==> config.mk <==
export PLATFORM = sky130hd
export DESIGN_NAME = trinity_bcast_arb_flat
export DESIGN_NICKNAME = d
export VERILOG_FILES = /design/src/rtl/trinity_bcast_arb_if.sv /design/src/rtl/trinity_bcast_arb.sv /design/src/flat_wrapper.sv
export SDC_FILE = /design/constraint.sdc
export NUM_CORES = 1
export LEC_CHECK = 0
export ABC_AREA = 1
export BUFFER_PORTS_ARGS = -buffer_cell sky130_fd_sc_hd__buf_4
export CAP_MARGIN = 10
export CORE_MARGIN = 2
export CORE_UTILIZATION = 45
export CTS_BUF_LIST = sky130_fd_sc_hd__clkbuf_8 sky130_fd_sc_hd__clkbuf_16
export CTS_CLUSTER_DIAMETER = 30
export DETAILED_ROUTE_END_ITERATION = 6
export PLACE_DENSITY = 0.8
export RECOVER_POWER = 50
export SYNTH_ARGS = -nofsm -noshare
export SYNTH_HDL_FRONTEND = slang
export SYNTH_SLANG_ARGS = --single-unit
==> constraint.sdc <==
create_clock -name sys_clk -period 1.6 [get_ports sys_clk]
set_input_delay 0.32 -clock sys_clk [delete_from_list [all_inputs] [get_ports sys_clk]]
set_output_delay 0.32 -clock sys_clk [all_outputs]
set_load 0.005 [all_outputs]
==> src/rtl/trinity_bcast_arb_if.sv <==
// Requester/broadcast bundle for trinity_bcast_arb.
// The arbiter connects through the slave modport; the requester side (or a bench) uses master.
interface trinity_bcast_arb_if #(
    parameter int unsigned N_REQ = 3
);
    logic [N_REQ-1:0]   req_valid;
    logic [2*N_REQ-1:0] req_group;
    logic [2*N_REQ-1:0] req_mode;
    logic [N_REQ-1:0]   req_exec;
    logic [N_REQ-1:0]   req_ack;
    logic [7:0]         bus_out;
    logic               busy;
    logic [1:0]         last_grant;

    modport master (
        output req_valid,
        output req_group,
        output req_mode,
        output req_exec,
        input  req_ack,
        input  bus_out,
        input  busy,
        input  last_grant
    );

    modport slave (
        input  req_valid,
        input  req_group,
        input  req_mode,
        input  req_exec,
        output req_ack,
        output bus_out,
        output busy,
        output last_grant
    );
endinterface

==> src/rtl/trinity_bcast_arb.sv <==
// Round-robin arbiter that serialises requester commands onto an 8-bit broadcast bus.
// Each grant emits a cfg frame, optionally followed (after a settle gap) by an exec frame,
// then a one-cycle guard. Every output is a flop loaded from next-state values.
module trinity_bcast_arb #(
    parameter int unsigned N_REQ      = 3,
    parameter int unsigned SETTLE_CYC = 2
) (
    input logic               sys_clk,
    input logic               sys_rst_n,
    trinity_bcast_arb_if.slave arb
);

    typedef enum logic [2:0] {
        StIdle,
        StCfg,
        StWait,
        StExec,
        StGuard
    } state_e;

    state_e             state_q, state_d;
    logic [3:0]         cnt_q, cnt_d;
    logic [1:0]         grp_q, grp_d;
    logic [1:0]         mode_q, mode_d;
    logic               exec_q, exec_d;
    logic [1:0]         rr_start_q, rr_start_d;
    logic [1:0]         last_grant_q, last_grant_d;
    logic [N_REQ-1:0]   ack_q, ack_d;
    logic [7:0]         bus_q, bus_d;
    logic               busy_q;

    logic               grant_found;
    logic [1:0]         grant_idx;
    logic [2:0]         cand;

    // Frame layout: {valid, 0, group_id, cfg, exec, mode_sel}
    function automatic logic [7:0] make_frame(input logic [1:0] g, input logic cfg,
                                              input logic ex, input logic [1:0] m);
        return {1'b1, 1'b0, g, cfg, ex, m};
    endfunction

    // Round-robin search: first valid requester at or after rr_start_q, wrapping modulo N_REQ.
    always_comb begin
        grant_found = 1'b0;
        grant_idx   = 2'd0;
        cand        = 3'd0;
        for (int unsigned k = 0; k < N_REQ; k++) begin
            cand = {1'b0, rr_start_q} + 3'(k);
            if (cand >= 3'(N_REQ)) begin
                cand = cand - 3'(N_REQ);
            end
            if (!grant_found && arb.req_valid[cand[1:0]]) begin
                grant_found = 1'b1;
                grant_idx   = cand[1:0];
            end
        end
    end

    // Next-state, payload latch and next output values.
    always_comb begin
        state_d      = state_q;
        cnt_d        = cnt_q;
        grp_d        = grp_q;
        mode_d       = mode_q;
        exec_d       = exec_q;
        rr_start_d   = rr_start_q;
        last_grant_d = last_grant_q;
        ack_d        = '0;
        bus_d        = 8'h00;

        unique case (state_q)
            StIdle: begin
                if (grant_found) begin
                    state_d          = StCfg;
                    grp_d            = arb.req_group[{grant_idx, 1'b0} +: 2];
                    mode_d           = arb.req_mode[{grant_idx, 1'b0} +: 2];
                    exec_d           = arb.req_exec[grant_idx];
                    ack_d[grant_idx] = 1'b1;
                    last_grant_d     = grant_idx;
                    rr_start_d       = (grant_idx == 2'(N_REQ - 1)) ? 2'd0 : grant_idx + 2'd1;
                    bus_d            = make_frame(grp_d, 1'b1, 1'b0, mode_d);
                end
            end
            StCfg: begin
                if (exec_q) begin
                    if (SETTLE_CYC > 0) begin
                        state_d = StWait;
                        // Counts down to zero, so the last WAIT cycle sees cnt_q == 0.
                        cnt_d   = 4'(SETTLE_CYC - 1);
                    end else begin
                        state_d = StExec;
                        bus_d   = make_frame(grp_q, 1'b0, 1'b1, mode_q);
                    end
                end else begin
                    state_d = StGuard;
                end
            end
            StWait: begin
                if (cnt_q == 4'd0) begin
                    state_d = StExec;
                    bus_d   = make_frame(grp_q, 1'b0, 1'b1, mode_q);
                end else begin
                    cnt_d = cnt_q - 4'd1;
                end
            end
            StExec: begin
                state_d = StGuard;
            end
            StGuard: begin
                state_d = StIdle;
            end
            default: begin
                state_d = StIdle;
            end
        endcase
    end

    // State, payload and registered outputs; reset aborts any transaction at once.
    always_ff @(posedge sys_clk or negedge sys_rst_n) begin
        if (!sys_rst_n) begin
            state_q      <= StIdle;
            cnt_q        <= 4'd0;
            grp_q        <= 2'd0;
            mode_q       <= 2'd0;
            exec_q       <= 1'b0;
            rr_start_q   <= 2'd0;
            last_grant_q <= 2'd0;
            ack_q        <= '0;
            bus_q        <= 8'h00;
            busy_q       <= 1'b0;
        end else begin
            state_q      <= state_d;
            cnt_q        <= cnt_d;
            grp_q        <= grp_d;
            mode_q       <= mode_d;
            exec_q       <= exec_d;
            rr_start_q   <= rr_start_d;
            last_grant_q <= last_grant_d;
            ack_q        <= ack_d;
            bus_q        <= bus_d;
            busy_q       <= (state_d != StIdle);
        end
    end

    assign arb.req_ack    = ack_q;
    assign arb.bus_out    = bus_q;
    assign arb.busy       = busy_q;
    assign arb.last_grant = last_grant_q;

    // Structural invariants of the outputs.
    ack_onehot0_a : assert property (@(posedge sys_clk) disable iff (!sys_rst_n)
        $onehot0(ack_q));
    bus_bit6_zero_a : assert property (@(posedge sys_clk) disable iff (!sys_rst_n)
        bus_q[6] == 1'b0);

endmodule

==> src/flat_wrapper.sv <==
// flat-port wrapper written by rule: the top's interface ports become plain ports
module trinity_bcast_arb_flat 
#(
    parameter int unsigned N_REQ      = 3,
    parameter int unsigned SETTLE_CYC = 2
)
  (sys_clk, sys_rst_n, arb_req_valid, arb_req_group, arb_req_mode, arb_req_exec, arb_req_ack, arb_bus_out, arb_busy, arb_last_grant);
  trinity_bcast_arb_if #(.N_REQ(N_REQ)) arb_i ();
  input logic sys_clk;
  input logic sys_rst_n;
  input wire logic [$bits(arb_i.req_valid)-1:0] arb_req_valid;
  input wire logic [$bits(arb_i.req_group)-1:0] arb_req_group;
  input wire logic [$bits(arb_i.req_mode)-1:0] arb_req_mode;
  input wire logic [$bits(arb_i.req_exec)-1:0] arb_req_exec;
  output wire logic [$bits(arb_i.req_ack)-1:0] arb_req_ack;
  output wire logic [$bits(arb_i.bus_out)-1:0] arb_bus_out;
  output wire logic [$bits(arb_i.busy)-1:0] arb_busy;
  output wire logic [$bits(arb_i.last_grant)-1:0] arb_last_grant;
  assign arb_i.req_valid = arb_req_valid;
  assign arb_i.req_group = arb_req_group;
  assign arb_i.req_mode = arb_req_mode;
  assign arb_i.req_exec = arb_req_exec;
  assign arb_req_ack = arb_i.req_ack;
  assign arb_bus_out = arb_i.bus_out;
  assign arb_busy = arb_i.busy;
  assign arb_last_grant = arb_i.last_grant;
  trinity_bcast_arb #(.N_REQ(N_REQ), .SETTLE_CYC(SETTLE_CYC)) u_core (.sys_clk(sys_clk), .sys_rst_n(sys_rst_n), .arb(arb_i));
endmodule
# == Word-level counts from Yosys, hierarchy flattened ==
# Cells that the tools add are included.
# classes
addsub,7
n_mul,0
div_mod_pow,0
n_lt_le_gt_ge,8
n_eq_ne,6
shifts,2
muxes,32
bitwise_logic,0
n_reduce_logical,11
# ops
op,n
$mux 8,2
$pmux 8 s2,1
$mux 3,5
$mux 2,7
$lt 2x3->1 const B,4
$pmux 3 s4,1
$shiftx 6x4->2,2
$bmux 1 s2,4
$mux 1,8
$mux 4,2
$pmux 4 s2,1
$eq 3x2->1 const B,2
$ge 3x2->1 const B,2
$sub 2x2->2 const B,3
$logic_not 4->1,1
$sub 4x1->4 const B,1
$add 2x1->3 const B,1
$add 2x2->3 const B,1
$eq 3x1->1 const B,1
$logic_and 1x1->1,3
$logic_not 3->1,1
$reduce_and 3->1,1
$reduce_bool 3->1,1
$add 2x1->2 const B,1
9 further kinds,10
# totals
reg_bits,28
latch_bits,0
mem_bits_rw,0
romBits,0
output_inout_bits,14
wordCells,76
mem_count,0

# == Longest topological paths before layout ==
# Gate-level depths: netlist (run 1).
# logic_depth
ltp_word,17
mapped_depth,14

# == Least setup slack after synthesis (run 1) ==
# No wires, ideal clock.
# synth_path
path_kind,register to register
start,reg u_core.rr_start_q[0]
end,reg u_core.exec_q
setup_ns,0.117
arrival_time_ns,1.698
required_time_ns,1.483
setup_slack_ns,-0.214
stages_incl_launch_ff,14
n_path_buf,1
cell_sequence,dfrtp_1 inv_1 ha_1 inv_2 nand3_2 nand2_2 nand3_4 nor2_2 nor2_4 buf_6 nand3_1 nand2_1 nor2_1 nor2_1
# synth_between
elab_chain_len,13
word_cells_on_any_way,30
cone_classes,5 x add/sub; 3 x order compare; 17 x mux; 5 x reduce/logical
# synth_rtl
item,line,text
start: declaration,trinity_bcast_arb.sv:26,"logic [1:0] rr_start_q, rr_start_d;"
start signal: assignment,trinity_bcast_arb.sv:137,rr_start_q <= rr_start_d;
"parallel branches: the longest is 13 deep, another holds $add 2x1->3",n/a,
end signal: assignment,trinity_bcast_arb.sv:125,exec_q <= 1'b0;
end signal: assignment,trinity_bcast_arb.sv:136,exec_q <= exec_d;
end: declaration,trinity_bcast_arb.sv:25,"logic exec_q, exec_d;"
# Several ways; the timed one is not identified. The select of a mux whose other input is x is not followed.
# A chain may end at the register's enable or synchronous reset.

# == Final worst setup path (run 1) ==
# layout_path
start,reg u_core.rr_start_q[1]
end,reg u_core.exec_q
# The elaborated chain is that of the path after synthesis.

==> summary.md, run 1 <==
| Metric | Value |
|---|---|
| Vias | 1399 |
| Post-layout worst setup margin | -0.379 ns |
| Slowest cell on crit path | dfrtp_1 |
| Root Buffer | clkbuf_8 |
| Fin nets | 264 |
| Crit-path leading delay family | simple AND/OR/NAND/NOR gates |
| Initial antenna violation count | 0 |
| Setup Crit Path Kind | reg2reg |
| Post-route ant nets | 0 |
| First-pass GRT wire length | 5600 µm |
| Global placer's final weighted congestion | 0.871 |
| Fin. Hold Viols | 0 |
| Worst Skew | 0.00357 ns |
| Core Util, Final | 69.3% |
| Final Cycle Share | 124% |
| Filler cells | 238 |
| Pin count of the biggest net entering global routing | 28 |
| Pwr dens | between 2000 and 2500 mW/mm² |
| Final Critical Period | 1.98 ns |
| Die width | 61.5 µm |
| Slew HR | between 50% and 60% |
| Num ports | 34 |
| Worst-path clk slew | 0.09 ns |
| P&R area growth vs syn | 44.5% |
| CTS tree | done |
| Count of pins over their slew limit | 0 |
| Layout cells sized above 1 | 46.8% |
| Fmax | about 0.5 GHz |
| Synth Instances | between 150 and 200 |
| Hold Crit Class | in2reg |
| Total GRT Usage | between 10% and 20% |
| Synth cell types | 28 |
| FF+latch count, synth | 27 |
| Status | complete, but fails checks |
| CTS H-tree depth | 1 |
| Startpoint Class | flop |
| Crit-path cells | ha_4, inv_4, nand2_2, nand3_2, nand2_2, nand3_4, nor2_4, nor2_4, buf_12, nand4_1, nand2_1, nor2_1, nor2_1 |
| CP bufs+invs | 2 |
| Number of global-route vias before repair | about 1300 |
| Syn nets | 207 |
| Max_cap viols | 0 |
| Critical Path RT | about 1.8 ns |
| Worst slew pin tran | approximately 0.66 ns |
| VDD IR-drop max | 1380 µV |
| Avg Vias per Cell | 4.98 |
| Seq/Total Area, Yosys | approximately 45% |
| RSZ-0062 raised after global routing | yes |
| DRC errors left | 0 |
| CP max stage delay | ~0.44 ns |
| Syn_area_per_cell | just over 8 µm² |
| TritonCTS sink count | 27 |
| Post-route cell area | 0.00215 mm² |
| Register area | 676 µm² |
| Worst Path Arrival | 2.15 ns |
| Num rows | 20 |
| Die H | a little over 60 µm |
| I/O Buffers | 32 |
| Std-Cell Core Area | a little over 0.003 mm² |
| Starting DRC count in detailed routing | 74 |
| Latest clock arrival within the worst-skew pair | 0.28 ns |
| ANT cells | 0 |
| Final Setup Violations | 20 |
| P_leak | 1.13 nW |
| Global route overflow | 0 |
| Starting density of the core | 48.0% |
| Area of the multi-input gates | approximately 800 µm² |
| Dpl cell area | 0.00190 mm² |
| Violated checks | setup timing |
| Routed len/inst | approximately 13 µm |
| CP endpoint kind | flop |
| DRT Wirelength | 3640 µm |
| Netlist Area Pre-Place | 0.00149 mm² |
| HPWL Detailed | 2460 µm |
| CTS Buf Count | 3 |
| Clock buffer depth | 2 |
| Pre-Repair DR Iteration Count | 5 |
| Full die area | around 0.0038 mm² |
| Crit-path max FO | 9 |
| Synth warnings | 0 |
[through the flow]
stage	setup TNS [ns]	hold slack, ns	setup slack (ns)	cells	power, mW
global route	-5.84	0.395	-0.463	281	5.71
global placement	-3.76	0.250	-0.264	270	4.03
finish	-3.83	0.372	-0.379	281	5.32
CTS	-2.98	0.371	-0.213	279	4.97
detailed placement	-4.53	0.248	-0.303	270	4.11
floorplan	-1.80	0.0244	-0.150	181	3.11
[synthesized netlist by cell type]
library cell	n	share of area, %
a21oi_1	1	0.34
dfrtp_1	27	45
a21boi_0	1	0.50
nand4_1	6	2.5
nand2_1	49	12
a31oi_1	1	0.42
nor2_4	1	0.76
inv_2	6	1.5
buf_6	2	1.5
o22ai_1	1	0.42
nand2_4	2	1.5
o21ai_4	1	1.1
inv_1	20	5.0
nand3_1	19	6.4
or2_1	1	0.42
nand3_4	1	1.2
nand2_2	4	1.7
conb_1	1	0.25
inv_4	1	0.42
nor2_1	15	3.8
ha_1	6	5.0
o21ai_1	3	1.0
o21ai_0	2	0.67
nand3b_1	1	0.50
buf_4	1	0.50
o21a_1	2	1.0
nor2_2	1	0.42
nand3_2	5	3.4
[layer usage]
metal | global-route usage [%] | vias to the layer above | share of wire [%]
met3 | 3.15 | 7 | 7.2
li1 | - | 682 | -
met2 | 33.8 | 60 | 49
met4 | 5.78 | 0 | 1.9
met5 | 0 | - | 0
met1 | 26.2 | 650 | 42
[cell families (layout without fill, tap and decap cells)]
kind of cell | count (synthesis) | in the layout | share of synthesized area [%]
fa+ha+maj | 6 | 6 | 5.04
compound gates | 12 | 12 | 5.46
simple gates | 105 | 105 | 34.9
other cells | 1 | 1 | 0.252
flops | 27 | 27 | 45.4
buf+inv | 30 | 86 | 8.99
[flip-flops by register name, summed over array words and instances, names as in the netlist]
register,cells
u_core.grp_q,2
u_core.arb.req_ack,3
u_core.arb.busy,1
u_core.state_q,3
u_core.cnt_q,4
u_core.exec_q,1
u_core.arb.bus_out,7
u_core.arb.last_grant,2
u_core.mode_q,2
u_core.rr_start_q,2
[tightest hold or removal path: cells and delay by family]
family / cells / cell delay (ns)
buffers and inverters: 1 / 0.08
and+or+nand+nor: 4 / 0.22
[layout by cell type, fill, tap and decap left out, drive strengths merged, types with 2 or more instances in the layout]
cell,Yosys,routed
nand3,25,25
o21ai,6,6
nand4,6,6
nor2,17,17
clkbuf,0,4
dfrtp,27,27
o21a,2,2
buf,3,53
ha,6,6
inv,27,27
nand2,55,55
[report_power, final]
part / switching [mW] / internal, mW / total [mW] / leakage, nW
Clock: 0.227 / 0.177 / 0.404 / 0.0217
Combinational: 2.13 / 1.66 / 3.79 / 0.770
Sequential: 0.136 / 0.991 / 1.13 / 0.343
[timing repair]
item                                    in CTS  in global routing
pin swaps                                    3                 12
resized for setup                           27                 13
setup buffers                                4                  2
endpoints found under the hold margin       27                  0
endpoints found under the setup margin      20                 22
hold buffers                                 1                  0
[area by class of cell]
class,instances,share of cell area [%]
multi-input cells,124,38.2
flip-flops and latches,27,31.4
repair buffers,55,20.5
inverters,27,5.06
well taps,44,2.56
clock buffers,3,1.92
clock inverters,1,0.349
[worst paths after layout]
check / cells after the start / to / from / slack (ns)
worst max register to register: 13 / u_core.exec_q / u_core.rr_start_q[1] / -0.38
min in group asynchronous: 2 / u_core.cnt_q[2] / sys_rst_n / 0.59
worst min register to register: 1 / u_core.cnt_q[2] / u_core.cnt_q[2] / 0.48
max in group asynchronous: 2 / u_core.exec_q / sys_rst_n / 0.58
worst max-delay path: 13 / u_core.exec_q / u_core.rr_start_q[1] / -0.38
worst min-delay path: 5 / u_core.mode_q[0] / arb_req_mode[4] / 0.37
(Power assumes the default switching activity.)
==> inputs of run 2 (changes only) <==
--- a/config.mk
+++ b/config.mk
@@ -5,15 +5,14 @@
 export SDC_FILE = /design/constraint.sdc
 export NUM_CORES = 1
 export LEC_CHECK = 0
-export ABC_AREA = 1
 export BUFFER_PORTS_ARGS = -buffer_cell sky130_fd_sc_hd__buf_4
 export CAP_MARGIN = 10
 export CORE_MARGIN = 2
-export CORE_UTILIZATION = 45
+export CORE_UTILIZATION = 30
 export CTS_BUF_LIST = sky130_fd_sc_hd__clkbuf_8 sky130_fd_sc_hd__clkbuf_16
 export CTS_CLUSTER_DIAMETER = 30
 export DETAILED_ROUTE_END_ITERATION = 6
-export PLACE_DENSITY = 0.8
+export PLACE_DENSITY = 0.6
 export RECOVER_POWER = 50
 export SYNTH_ARGS = -nofsm -noshare
 export SYNTH_HDL_FRONTEND = slang
==> run 2 against run 1 <==
Effect of this change:
- the flow still finishes with violations (setup timing)
- critical path type unchanged
- sequential power about the same
- sequential cell count did not move
- cell count is 1.8% lower
- combinational power decreased by 16%
==> summary.md, run 2 <==
| Metric | Value |
|---|---|
| Fmax | 0.465 GHz (was 0.505 GHz) |
| Seq/Total Area, Yosys | 45.6% (was 45.4%) |
| Status | complete, but fails checks (unchanged) |
| Worst Skew | 0.0122 ns (was 0.00357 ns) |
| Worst Path Arrival | 2.30 ns (was 2.15 ns) |
| Avg Vias per Cell | 4.64 (was 4.98) |
| Final Setup Violations | 20 (unchanged) |
| Global route overflow | 0 (unchanged) |
| DRC errors left | 0 (unchanged) |
| Root Buffer | clkbuf_8 (unchanged) |
| Hold Crit Class | in2reg (unchanged) |
| Vias | 1281 (was 1399) |
| Die width | 74.3 µm (was 61.5 µm) |
| CP endpoint kind | flop (unchanged) |
| Starting DRC count in detailed routing | 47 (was 74) |
| HPWL Detailed | 2480 µm (was 2460 µm) |
| Top cells by count, synth | 27 x dfrtp_1, 16 x nand2_1, 14 x o211ai_1 (was 49 x nand2_1, 27 x dfrtp_1, 20 x inv_1) |
| Startpoint Class | flop (unchanged) |
| Post-Place Worst Slack | -0.666 ns (was -0.303 ns) |
| Dominant synthesized flop cell | dfrtp_1 (unchanged) |
| Max reg flops | 7 (unchanged) |
| Worst slew pin tran | 0.679 ns (was 0.662 ns) |
| Pwr dens | 2060 mW/mm² (was 2470 mW/mm²) |
| Hold Crit Endpoint | u_core.exec_q (was u_core.mode_q[0]) |
| Netlist Area Pre-Place | 0.00148 mm² (was 0.00149 mm²) |
| TritonCTS sink count | 27 (unchanged) |
| P_leak | 1.05 nW (was 1.13 nW) |
| Crit-path max FO | 7 (was 9) |
| VDD IR-drop max | 1000 µV (was 1380 µV) |
| Total GRT Usage | 13.1% (was 19.9%) |
| Switching pwr | 1.78 mW (was 2.49 mW) |
| CTS Buf Count | 3 (unchanged) |
| Count of pins over their slew limit | 0 (unchanged) |
| R2R setup slack | -0.55 ns (was -0.38 ns) |
| CTS tree | done (unchanged) |
| Non-Filler Instances | 276 (was 281) |
| Max_cap viols | 0 (unchanged) |
| Async S/R FF share, synth | 100% (unchanged) |
| Post-route ant nets | 0 (unchanged) |
| Routed len/inst | 12.2 µm (was 13.0 µm) |
| Most frequent cell after synthesis | dfrtp_1 (was nand2_1) |
| Latest clock arrival within the worst-skew pair | 0.28 ns (about the same) |
| Fraction of post-synthesis cell area in the top cell type by area | 45.6% (was 45.4%) |
| Hold Path Depth | 3 (was 5) |
| Final Critical Period | 2.15 ns (was 1.98 ns) |
| Worst reg2reg path startpoint | u_core.rr_start_q[1] (unchanged) |
| Global placer's final weighted congestion | 0.759 (was 0.871) |
| Num rows | 25 (was 20) |
| Most frequent cells in the layout | 59 x buf_4, 26 x dfrtp_1, 14 x nand2_1, 14 x o211ai_1, 8 x nor2_1 (was 48 x buf_4, 42 x nand2_1, 27 x dfrtp_1) |
| Starting density of the core | 31.2% (was 48.0%) |
| Most common cell after layout, fill and taps aside | buf_4 (unchanged) |
| Num ports | 34 (unchanged) |
| Final Cycle Share | 134% (was 124%) |
| Violated checks | setup timing (unchanged) |
| Synth area leaders | dfrtp_1 46%, o211ai_1 7.1%, mux2i_1 5.4% (was dfrtp_1 45%, nand2_1 12%, nand3_1 6.4%) |
| Synth warnings | 0 (unchanged) |
| Top cell type by total area after synthesis | dfrtp_1 (unchanged) |
| I/O Buffers | 32 (unchanged) |
| Clock network fraction of design power | 8.5% (was 7.6%) |
| Syn_area_per_cell | 10.3 µm² (was 8.23 µm²) |
| Fin. Hold Viols | 0 (unchanged) |
| Post-layout worst setup margin | -0.550 ns (was -0.379 ns) |
| Number of global-route vias before repair | 1259 (was 1278) |
| RSZ-0062 raised after global routing | yes (unchanged) |
| Worst-path clk slew | 0.09 ns (about the same) |
| Pre-Repair DR Iteration Count | 4 (was 5) |
| Slew HR | 54.7% (was 55.9%) |
| EDFF count, synth | 0 (unchanged) |
| RR Endpoint | u_core.arb.bus_out[5] (was u_core.exec_q) |
| Worst R2R Path Depth | 8 (was 13) |
| ANT cells | 0 (unchanged) |
| Switching Share | 37.5% (was 46.8%) |
| Full die area | 0.00552 mm² (was 0.00378 mm²) |
| Hold Startpoint | arb_req_exec[2] (was arb_req_mode[4]) |
| Flop pwr share | 23.9% (was 21.2%) |
| Fin nets | 236 (was 264) |
| First-pass GRT wire length | 5710 µm (was 5600 µm) |
| Power share of the combinational group | 67.6% (was 71.2%) |
| Layout cells sized above 1 | 48.8% (was 46.8%) |
| Clock buffer depth | 2 (unchanged) |
| Placed insts | 264 (was 270) |
| DRT Wirelength | 3380 µm (was 3640 µm) |
| Initial antenna violation count | 0 (unchanged) |
| Internal | 2.96 mW (was 2.83 mW) |
| FF+latch count, synth | 27 (unchanged) |
| Synth cell types | 38 (was 28) |
| Pin count of the biggest net entering global routing | 28 (unchanged) |
| Critical Path RT | 1.75 ns (was 1.77 ns) |
| Std-Cell Core Area | 0.00475 mm² (was 0.00310 mm²) |
| Synth Instances | 144 (was 181) |
| CTS H-tree depth | 1 (unchanged) |
| Syn nets | 170 (was 207) |
| Setup Crit Path Kind | reg2reg (unchanged) |
| P&R area growth vs syn | 54.9% (was 44.5%) |
| Die H | 74.3 µm (was 61.5 µm) |
-- run 2: worst max-delay path, stage by stage (launching register included) --
cell	delay (ns)
dfrtp_1	0.41
inv_2	0.09
ha_4	0.17
mux2_4	0.32
mux2i_4	0.24
mux2i_4	0.29
buf_12	0.16
mux2i_2	0.24
o211ai_1	0.11
-- run 2: logic make-up after synthesis --
kind of cell | Yosys count | synth area share (%)
AO/OA/AOI/OAI | 29 | 14.3
AND/OR/NAND/NOR | 52 | 18.6
buffers and inverters | 15 | 5.99
flip-flops | 27 | 45.6
XOR/XNOR | 2 | 1.18
adder cells (fa/ha/maj) | 6 | 5.06
multiplexers | 12 | 9.03
other | 1 | 0.253
-- run 2: worst max-delay path by stage --
stage          depth (start not counted)                    end                 start  slack, ns
2_1_floorplan                          8  u_core.arb.bus_out[0]  u_core.rr_start_q[1]      -0.51
3_3_place_gp                           7  u_core.arb.bus_out[5]  u_core.rr_start_q[0]      -0.66
6_report                               8  u_core.arb.bus_out[5]  u_core.rr_start_q[1]      -0.55
4_1_cts                                8        u_core.grp_q[0]  u_core.rr_start_q[1]      -0.53
5_1_grt                                8        u_core.grp_q[1]  u_core.rr_start_q[1]      -0.64
3_5_place_dp                           7  u_core.arb.bus_out[5]  u_core.rr_start_q[1]      -0.67
-- run 2: cell type report --
| cell class | count | area (µm²) |
|---|---|---|
| clock buffers | 3 | 41.3 |
| clock inverters | 1 | 7.51 |
| fillers | 466 | 2460 |
| inverters | 7 | 26.3 |
| multi-input cells | 103 | 911 |
| flip-flops and latches | 27 | 677 |
| well taps | 67 | 83.8 |
| repair buffers | 68 | 549 |
-- run 2: what timing repair did --
action,CTS,global route
endpoints found under the setup margin,20,24
pin swaps,13,3
gates resized for setup,30,16
buffers inserted,2,6
hold buffers,1,0
hold endpoints to repair,27,0
gates cloned,1,0
-- run 2: layer usage --
metal	global-route usage, %	vias up	part of all wire (%)	wire (µm)
met5	0	-	0	0
met4	1.19	0	0.38	13
met3	2.98	2	3.4	114
met2	22.4	20	51	1710
met1	17.7	622	46	1540
li1	-	637	-	-
-- run 2: through the flow --
step	hold slack (ns)	total power [mW]	setup TNS, ns	util (%)	area, µm²
6_report	0.327	4.73	-8.14	48.3	2300
4_1_cts	0.327	4.42	-7.88	45.9	2180
2_1_floorplan	0.0244	2.68	-8.06	-	1510
3_5_place_dp	0.257	3.55	-10.93	41.6	1980
5_1_grt	0.336	5.11	-9.67	48.3	2300
3_3_place_gp	0.258	3.52	-10.66	41.6	1980
-- run 2: power groups by stage --
stage	clock network (mW)	logic [mW]	registers, mW
2_1_floorplan	0	1.54	1.14
3_3_place_gp	0	2.40	1.13
3_5_place_dp	0	2.42	1.13
4_1_cts	0.413	2.88	1.13
5_1_grt	0.446	3.49	1.17
6_report	0.400	3.20	1.13
